## src/rtl/pio_pattern_master.sv

```systemverilog
// Avalon-MM initiator: drives a PIO slave (data/edge-capture/set/clear) from a command stream.
// Optional timeout logic for WAIT_EDGE polling is enabled by defining PIO_MASTER_TIMEOUT_EN.
module pio_pattern_master #(
  parameter int unsigned DATA_W   = 32,
  parameter int unsigned ADDR_W   = 3,
  parameter int unsigned READ_LAT = 1,
  parameter int unsigned POLL_GAP = 4,
  parameter int unsigned TMO_W    = 16
) (
  input  logic              clk,
  input  logic              reset,
  input  logic              cmd_valid,
  output logic              cmd_ready,
  input  logic [1:0]        cmd_op,
  input  logic [DATA_W-1:0] cmd_data,
  input  logic [TMO_W-1:0]  cmd_timeout,
  output logic              rsp_valid,
  output logic [DATA_W-1:0] rsp_data,
  output logic              rsp_timeout,
  output logic [ADDR_W-1:0] avm_address,
  output logic              avm_chipselect,
  output logic              avm_write_n,
  output logic [DATA_W-1:0] avm_writedata,
  input  logic [DATA_W-1:0] avm_readdata,
  input  logic              avm_waitrequest
);

  localparam int unsigned CntMax = (READ_LAT > POLL_GAP) ? READ_LAT : POLL_GAP;
  localparam int unsigned CntW   = (CntMax > 1) ? $clog2(CntMax) : 1;

  typedef enum logic [2:0] {StIdle, StWr, StRd, StRdWait, StGap, StClr, StResp} state_e;

  state_e              state_q, state_d;
  logic [1:0]          op_q, op_d;
  logic [DATA_W-1:0]   data_q, data_d;
  logic [DATA_W-1:0]   sample_q, sample_d;
  logic [DATA_W-1:0]   rsp_data_q, rsp_data_d;
  logic                rsp_timeout_q, rsp_timeout_d;
  logic [CntW-1:0]     cnt_q, cnt_d;
  logic                accept;
  logic                timed_out;

  assign cmd_ready = (state_q == StIdle) && !reset;
  assign accept    = cmd_valid && cmd_ready;

`ifdef PIO_MASTER_TIMEOUT_EN
  logic [TMO_W-1:0] tmo_q, tmo_d;

  // Budget runs only while polling and saturates at zero; it is judged at each sample.
  always_comb begin
    tmo_d = tmo_q;
    if (accept) begin
      tmo_d = cmd_timeout;
    end else if ((state_q inside {StRd, StRdWait, StGap}) && (tmo_q != '0)) begin
      tmo_d = tmo_q - 1'b1;
    end
  end

  always_ff @(posedge clk) begin
    if (reset) tmo_q <= '0;
    else       tmo_q <= tmo_d;
  end

  assign timed_out = (tmo_q == '0);
`else
  logic unused_cmd_timeout;
  assign unused_cmd_timeout = ^cmd_timeout;
  assign timed_out          = 1'b0;
`endif

  always_comb begin
    state_d       = state_q;
    op_d          = op_q;
    data_d        = data_q;
    sample_d      = sample_q;
    rsp_data_d    = rsp_data_q;
    rsp_timeout_d = rsp_timeout_q;
    cnt_d         = cnt_q;
    unique case (state_q)
      StIdle: begin
        if (accept) begin
          op_d    = cmd_op;
          data_d  = cmd_data;
          state_d = (cmd_op == 2'd3) ? StRd : StWr;
        end
      end
      StWr: begin
        if (!avm_waitrequest) begin
          state_d       = StResp;
          rsp_data_d    = '0;
          rsp_timeout_d = 1'b0;
        end
      end
      StRd: begin
        if (!avm_waitrequest) begin
          state_d = StRdWait;
          cnt_d   = CntW'(READ_LAT - 1);
        end
      end
      StRdWait: begin
        if (cnt_q != '0) begin
          cnt_d = cnt_q - 1'b1;
        end else if (data_q == '0) begin
          state_d       = StResp;
          rsp_data_d    = avm_readdata;
          rsp_timeout_d = 1'b0;
        end else if ((avm_readdata & data_q) != '0) begin
          // Match wins over an expired budget on the same sample.
          state_d  = StClr;
          sample_d = avm_readdata;
        end else if (timed_out) begin
          state_d       = StResp;
          rsp_data_d    = avm_readdata;
          rsp_timeout_d = 1'b1;
        end else begin
          state_d = StGap;
          cnt_d   = CntW'(POLL_GAP - 1);
        end
      end
      StGap: begin
        if (cnt_q != '0) cnt_d = cnt_q - 1'b1;
        else             state_d = StRd;
      end
      StClr: begin
        if (!avm_waitrequest) begin
          state_d       = StResp;
          rsp_data_d    = sample_q;
          rsp_timeout_d = 1'b0;
        end
      end
      StResp:  state_d = StIdle;
      default: state_d = StIdle;
    endcase
  end

  always_ff @(posedge clk) begin
    if (reset) begin
      state_q       <= StIdle;
      op_q          <= '0;
      data_q        <= '0;
      sample_q      <= '0;
      rsp_data_q    <= '0;
      rsp_timeout_q <= 1'b0;
      cnt_q         <= '0;
    end else begin
      state_q       <= state_d;
      op_q          <= op_d;
      data_q        <= data_d;
      sample_q      <= sample_d;
      rsp_data_q    <= rsp_data_d;
      rsp_timeout_q <= rsp_timeout_d;
      cnt_q         <= cnt_d;
    end
  end

  // Bus signals decode straight from state so a reset drops the request on the same edge.
  always_comb begin
    avm_chipselect = 1'b0;
    avm_write_n    = 1'b1;
    avm_address    = '0;
    avm_writedata  = '0;
    unique case (state_q)
      StWr: begin
        avm_chipselect = 1'b1;
        avm_write_n    = 1'b0;
        avm_writedata  = data_q;
        unique case (op_q)
          2'd1:    avm_address = ADDR_W'(4);
          2'd2:    avm_address = ADDR_W'(5);
          default: avm_address = '0;
        endcase
      end
      StRd: begin
        avm_chipselect = 1'b1;
        avm_address    = ADDR_W'(3);
      end
      StClr: begin
        avm_chipselect = 1'b1;
        avm_write_n    = 1'b0;
        avm_address    = ADDR_W'(3);
        avm_writedata  = sample_q;
      end
      default: ;
    endcase
  end

  assign rsp_valid   = (state_q == StResp);
  assign rsp_data    = rsp_data_q;
  assign rsp_timeout = rsp_timeout_q;

endmodule
```

## config.mk

```make
export PLATFORM = sky130hd
export DESIGN_NAME = pio_pattern_master
export DESIGN_NICKNAME = d
export VERILOG_FILES = /design/src/rtl/pio_pattern_master.sv
export SDC_FILE = /design/constraint.sdc
export NUM_CORES = 1
export LEC_CHECK = 0
export ABC_AREA = 1
export BUFFER_PORTS_ARGS = -buffer_cell sky130_fd_sc_hd__buf_2
export CORE_AREA = 2 2 145 147
export CTS_CLUSTER_DIAMETER = 80
export CTS_CLUSTER_SIZE = 25
export DETAILED_ROUTE_END_ITERATION = 8
export DIE_AREA = 0 0 147 149
export GPL_TIMING_DRIVEN = 0
export SYNTH_ARGS = -nofsm -noshare
export SYNTH_HDL_FRONTEND = slang
export SYNTH_SLANG_ARGS = --single-unit
```

## constraint.sdc

```tcl
create_clock -name clk -period 1.7 [get_ports clk]
set_input_delay 0.34 -clock clk [delete_from_list [all_inputs] [get_ports clk]]
set_output_delay 0.34 -clock clk [all_outputs]
set_load 0.005 [all_outputs]
```

; ---- Yosys cells after proc, flatten, opt, wreduce, memory -nomap -nowiden
; Index checks and enable logic that the tools add are counted.
[op_classes]
reduce_logical = 19
muxes = 29
bitwise_logic = 3
eq_ne = 20
add_sub_neg = 1
[ops]
columns = op, n
row1 = two-way mux 32 bit, 4
row2 = one-hot mux 32 bit (3 select lines), 1
row3 = one-hot mux 32 bit (2 select lines), 1
row4 = AND 32 bit, 1
row5 = zero test 32 bit, 1
row6 = nonzero test 32 bit, 1
row7 = != test 2 bit (second input constant), 9
row8 = two-way mux 3 bit, 5
row9 = one-hot mux 3 bit (5 select lines), 1
row10 = AND reduction 5 bit, 3
row11 = two-way mux 2 bit, 7
row12 = one-hot mux 3 bit (2 select lines), 2
row13 = == test 3 bit (second input constant), 3
row14 = AND reduction 4 bit, 2
row15 = == test 3 x 2 -> 1 bit (second input constant), 2
row16 = two-way mux 1 bit, 6
row17 = != test 3 bit (second input constant), 2
row18 = one-hot mux 2 bit (3 select lines), 1
row19 = nonzero test 3 bit, 2
row20 = == test 2 bit (second input constant), 2
row21 = nonzero test 2 bit, 2
row22 = OR reduction 2 bit, 2
row23 = == test 3 x 1 -> 1 bit (second input constant), 1
row24 = zero test 3 bit, 1
row25 = other kinds (8), 10
[word_totals]
inputBits = 86
regBits = 104
out_inout_bits = 72
wordCells = 79

; ---- Depth between registers and ports, before layout
; Gate-level depths: netlist of run 1.
[logic_depth]
depth_word = 6
mapped_depth = 12
depth_no_buf = 11

; ---- Worst setup path after synthesis of run 1
; No wires, ideal clock.
[synth_path]
kind = register to output
startpoint = register state_q[0]
endpoint = output avm_writedata[10]
arrival_time_ps = 1319
n_path_buf = 3
required_time_ps = 1360
stages_incl_launch_ff = 8
path_slack_ps = 41
cell_sequence = dfxtp_1 > inv_2 > nor2_2 > nand2_1 > buf_2 > buf_2 > buf_2 > o22ai_1
[synth_via]
elab_chain_cells = 2
word_cells_on_any_way = 3
cone_classes = eq/ne: 2 / mux: 1
[synth_lines]
columns = item, line
row1 = start: declaration, 33  ; state_e state_q, state_d;
row2 = start signal: assignment, 138  ; state_q <= StIdle;
row3 = start signal: assignment, 146  ; state_q <= state_d;
row4 = == test 3 bit or == test 3 x 1 -> 1 bit (tied branches), 162  ; unique case (state_q)
row5 = one-hot mux 32 bit (2 select lines) *, 162
row6 = end: declaration, 23  ; output logic [DATA_W-1:0] avm_writedata,
; Every way passes the cells marked *; elsewhere a longest branch is shown, timed or not.

; ---- Final worst setup path of run 1
[layout_path]
startpoint = register state_q[0]
endpoint = output avm_writedata[31]
; The elaborated chain is that of the path after synthesis.

==> metrics.md, run 1 <==
| Metric | Value |
|---|---|
| Final instance area | 7710 um^2 |
| # setup viols final | 69 |
| Outcome | complete, but fails checks |
| Pre-antenna DRT Iters | 5 |
| I/O Pins | 158 |
| Worst Slack Setup Final | -329.6 ps |
| Final min period | 2030 ps |
| Worst ir drop on vdd | 0.5717 mV |
| Worst Clk Skew | 12.72 ps |
| Port bufs | 140 |
| Most common cell after layout, fill and taps aside | nand2_1 |
| Final #Nets | 1041 |
| CP startpoint kind | register |
| Via count | 5593 |
| Final HPWL DP | 13690 um |
| Period utilisation layout | 119.4% |
| Cts hold-fix bufs | 0 |
| Post-synthesis sequential area ratio | 41.03% |
| Endpoint class of the critical path | output port |
| Dpl ws | -543.5 ps |
| Relative slew slack | between 40% and 50% |
| Overall routed net length | 19540 um |
| Core footprint | 20560 um^2 |
| Final hold vios | 0 |
| First-pass GRT wire length | 28910 um |
| Syn Nets | 855 |
| Largest net degree at the start of global routing | 17 |
| Fillers | ~2200 |
| Wire per inst | 15.82 um |
| Final Non-Filler Cells | ~1200 |
| Most frequent cells in the layout | 213 x nand2_1, 144 x buf_2, 129 x nor2_1, 100 x dfxtp_1, 62 x inv_1 |
| Gr ovfl total | 0 |
| Synthesized flop and latch total | 103 |
| Hold_ws | 171.0 ps |
| CTS Buffer Depth | 2 |
| Layout cells sized above 1 | 35.70% |
| H-Tree Level Count | 3 |
| Placed Cells incl. Taps | 1182 |
| Initial antenna violation count | 2 |
| Area leader, netlist | dfxtp_1 |
| PwrDens | 1596 nW/um^2 |
| Largest cells by area after synthesis | dfxtp_1 41%, nand2_1 16%, nor2_1 12% |
| CTS sink cnt | a little over 100 |
| CTS clk-pin slew, worst paths | around 80 ps |
| Critical path class | register to output port |
| CP arrival | 1690 ps |
| Area delta synth->final | 53.40% |
| Die W | 147 um |
| Synth unique cells | 31 |
| RSZ-0062 raised after global routing | yes |
| Initial Util | 24.45% |
| CTS Buf Count | 9 |
| Max cap viols | 0 |
| Vias in the first global route | 5335 |
| Gate Count Post-Synth | 767 |
| Clock latency on the worst-skew pair | between 300 and 400 ps |
| Mapped Avg Cell Area | 6.553 um^2 |
| Share of the synthesized area in the top cell type | 41.03% |
| Area after DPL | 6071 um^2 |
| Final slew viol count | 0 |
| Slew at the pin closest to its max-slew limit | around 860 ps |
| Leak pwr | between 0.003 and 0.004 uW |
| Die H | 149 um |
| Worst Path Required | 1360 ps |
| # DRC | 0 |
| Synthesized area | 5026 um^2 |
| Die area | 21900 um^2 |
| Failing checks | negative setup slack |
| CP Max Fanout | 6 |
| GRT Util Overall | approximately 17% |
| CTS tree | built |
| Ys Warns | 0 |
| Hold Crit Class | primary input to register |
| Vias/cell | 4.529 |
| Root buf cell | clkbuf_16 |
| Post-DRT Antenna Nets | 0 |
| Gp weighted congestion | 0.9079 |
| Achievable frequency | 0.4927 GHz |
| Detailed Route Iter0 Violations | 269 |
| Row cnt | 53 |
## routing by layer
layer  global-route usage [%]  part of all wire (%)
met2                    28.54                    48
met1                    21.80                    44
met4                    6.923                   2.3
met5                        0                     0
met3                    4.159                   5.9
## synthesized netlist by cell type, drive strengths merged
| cell | instances |
|---|---|
| inv | 78 |
| ha | 2 |
| clkbuf | 16 |
| nand4 | 1 |
| nor3b | 1 |
| conb | 1 |
| nor3 | 3 |
| o22ai | 32 |
| buf | 29 |
| nand3 | 6 |
| nor2 | 161 |
| a21oi | 6 |
| a31o | 1 |
| o21bai | 1 |
| dfxtp | 103 |
| o31ai | 33 |
| o21ai | 71 |
| nand2 | 222 |
## layout make-up
class / count / area, um^2 / share of cell area (%)
multi-input cells: 541 / 3014 / 39.09
flip-flops and latches: 103 / 2073 / 26.89
repair buffers: 175 / 1206 / 15.64
plain buffers: 45 / 451.7 / 5.858
well taps: 275 / 344.1 / 4.463
inverters: 78 / 326.6 / 4.236
clock buffers: 11 / 232.7 / 3.018
clock inverters: 5 / 56.30 / 0.7303
diodes: 2 / 5.005 / 0.06491
## report_power, final
part	total [uW]	internal [uW]	leakage, uW	switching, uW
clock network	2160	1150	0.000140	1010
registers	3410	3060	0.000842	354
logic	6740	3110	0.00256	3630
## kinds of logic (layout without fill, tap and decap cells)
kind of cell / count (synthesis) / count (layout) / share of synthesized area [%]
simple gates: 394 / 394 / 30.62
compound gates: 144 / 144 / 17.35
buf+inv: 123 / 314 / 10.43
flops: 103 / 103 / 41.03
other cells: 1 / 3 / 0.07461
fa+ha+maj: 2 / 2 / 0.4978
## worst paths after layout
path | from | endpoint | slack (ps) | depth (start not counted)
setup reg to reg | state_q[0]$_SDFFE_PP0P_ | rsp_data[22]$_SDFFE_PP0P_ | -160 | 15
setup / recovery | state_q[0]$_SDFFE_PP0P_ | avm_writedata[31] | -330 | 7
hold reg to reg | rsp_data[29]$_SDFFE_PP0P_ | rsp_data[29]$_SDFFE_PP0P_ | 460 | 2
hold / removal | cmd_data[8] | data_q[8]$_SDFFE_PP0P_ | 170 | 3
## timing repair
item / CTS / global route
pin swaps: 8 / 29
cloned: 9 / 1
setup buffers: 15 / 10
setup endpoints to repair: 91 / 135
endpoints found under the hold margin: 0 / 0
gates resized for setup: 142 / 106
## state kept, by name (all words and copies together) (netlist names)
name	flops
cnt_q	2
data_q	32
op_q	2
rsp_data	32
sample_q	32
state_q	3
## worst max-delay path, stage by stage (launching register included)
cell and delay, ps:
dfxtp_4 370, inv_4 40, nor2_4 100, nand2_2 70
buf_6 140, buf_12 150, o22ai_1 280, buf_2 180
## metrics by stage
stage	power, uW	util (%)	TNS [ps]
after global placement	7468	29.53	-18960
after CTS	11550	35.52	-13800
after detailed placement	7531	29.53	-21920
after floorplan	6011	-	0
after global routing	13060	37.49	-17360
final	12310	37.50	-13710
Power figures use the tool's default switching activity.
==> inputs of run 2 (changes only) <==
--- a/config.mk
+++ b/config.mk
@@ -13,6 +13,8 @@
 export DETAILED_ROUTE_END_ITERATION = 8
 export DIE_AREA = 0 0 147 149
 export GPL_TIMING_DRIVEN = 0
+export MAX_ROUTING_LAYER = met4
+export PLACE_DENSITY = 0.45
 export SYNTH_ARGS = -nofsm -noshare
 export SYNTH_HDL_FRONTEND = slang
 export SYNTH_SLANG_ARGS = --single-unit
==> run 2 against run 1 <==
The run still ends with negative setup slack left. Critical path depth increased by 1. Sequential power rose by 4%. Via count increased by 0.18%. Sequential share of layout area down 2.2 points. Combinational power increased by 15%. Global-route usage is 0.19 points higher. Non-clock buffer count up 10. Die area unchanged. Wire length grew 5.9%. Clock power is 3% lower.
==> metrics.md, run 2 (synthesized netlist as in run 1, its figures left out) <==
| Metric | Value |
|---|---|
| Initial Util | 24.45% |
| Endpoint class of the critical path | output port |
| Worst ir drop on vdd | 0.6527 mV |
| Slew at the pin closest to its max-slew limit | 855.5 ps |
| CTS sink cnt | between 100 and 150 |
| Port bufs | 140 |
| Die area | 21900 um^2 |
| Overall Power | 13390 uW |
| Vias in the first global route | approximately 5200 |
| CP startpoint kind | register |
| Largest net degree at the start of global routing | 16 |
| Via count | 5603 |
| CTS Buf Count | 9 |
| Worst Clk Skew | 8.686 ps |
| Layout cells sized above 1 | around 45% |
| Final min period | about 2000 ps |
| Most frequent cells in the layout | 190 x nand2_1, 137 x buf_2, 113 x nor2_1, 95 x dfxtp_1, 50 x inv_1 |
| Period utilisation layout | 118.7% |
| Row cnt | 53 |
| Root buf cell | clkbuf_16 |
| Initial antenna violation count | 1 |
| RSZ-0062 raised after global routing | yes |
| Relative slew slack | 42.97% |
| R2R setup slack | -140 ps |
| Cts hold-fix bufs | 0 |
| Outcome | complete, but fails checks |
| Area delta synth->final | 67.39% |
| # setup viols final | just over 90 |
| Final slew viol count | 0 |
| Gp weighted congestion | 0.8492 |
| Detailed Route Iter0 Violations | ~250 |
| Achievable frequency | 0.4957 GHz |
| Post-DRT Antenna Nets | 0 |
| Max cap viols | 0 |
| Failing checks | negative setup slack |
| Most common cell after layout, fill and taps aside | nand2_1 |
| Leak pwr | between 0.003 and 0.004 uW |
| Final HPWL DP | 13700 um |
| Clock latency on the worst-skew pair | 360 ps |
| PwrDens | 1591 nW/um^2 |
| Hold Crit Class | primary input to register |
| CP arrival | 1680 ps |
| Vias/cell | 4.504 |
| Wire per inst | 16.63 um |
| I/O Pins | 158 |
| CTS Buffer Depth | 2 |
| # DRC | 0 |
| Setup_tns | -12930 ps |
| GRT Util Overall | ~17% |
| Worst Path Required | between 1000 and 1500 ps |
| Die W | 147 um |
| CP Max Fanout | 5 |
| Final #Nets | 1052 |
| Core footprint | slightly above 20000 um^2 |
| Overall routed net length | 20690 um |
| Final hold vios | 0 |
| Gr ovfl total | 0 |
| CTS clk-pin slew, worst paths | 70 ps |
| Worst Slack Setup Final | -317.4 ps |
| Pre-antenna DRT Iters | 4 |
| CTS tree | built |
| First-pass GRT wire length | roughly 28000 um |
| Critical path class | register to output port |
| H-Tree Level Count | 3 |
| Die H | 149 um |
[run 2: what timing repair did]
item	4_1_cts	5_1_grt
cloned	2	14
buffers inserted	16	19
pin swaps	3	37
setup endpoints to repair	118	139
resized for setup	144	257
[run 2: final timing paths]
check	startpoint	endpoint	cells past startpoint
max reg2reg	state_q[0]$_SDFFE_PP0P_	state_q[1]$_SDFFE_PP0P_	10
max	state_q[0]$_SDFFE_PP0P_	avm_writedata[1]	8
min	cmd_data[10]	data_q[10]$_SDFFE_PP0P_	3
min reg2reg	rsp_data[2]$_SDFFE_PP0P_	rsp_data[2]$_SDFFE_PP0P_	2
[run 2: worst max-delay path, stage by stage (launching register included)]
cell	delay, ps
dfxtp_4	370
inv_4	40
nor2_4	110
nand2_2	80
buf_6	130
buf_12	140
buf_12	140
o22ai_4	160
buf_2	140
[run 2: area by class of cell]
cell class / instances / area, um^2
Fill cell: 2191 / 12140
Timing Repair Buffer: 186 / 1360
Tap cell: 275 / 344.1
Inverter: 78 / 315.3
Buffer: 44 / 568.0
Sequential cell: 103 / 2079
Multi-Input combinational cell: 542 / 3463
Clock inverter: 4 / 47.55
Clock buffer: 11 / 232.7
Antenna cell: 1 / 2.502
[run 2: per-layer routing]
metal,vias up,wire (um),GRT usage [%]
li1,2832,-,-
met1,2587,9571,22.24
met2,152,9758,27.98
met3,32,917,3.150
met4,0,439,6.250
met5,-,0,-
[run 2: per-stage QoR]
step	hold slack [ps]	setup WS, ps	area, um^2	std cells	utilization [%]
after floorplan	451.0	40.52	5026	767	-
after global placement	458.9	-547.0	6071	1182	29.53
after detailed placement	470.3	-512.1	6071	1182	29.53
after CTS	165.3	-322.3	7047	1214	34.28
after global routing	183.6	-360.8	8413	1244	40.93
final	182.1	-317.4	8413	1244	40.93
[run 2: power by group]
part	switching [uW]	internal, uW	leakage (uW)
logic	4090	3670	0.00284
clock network	967	1130	0.000135
registers	465	3070	0.000844
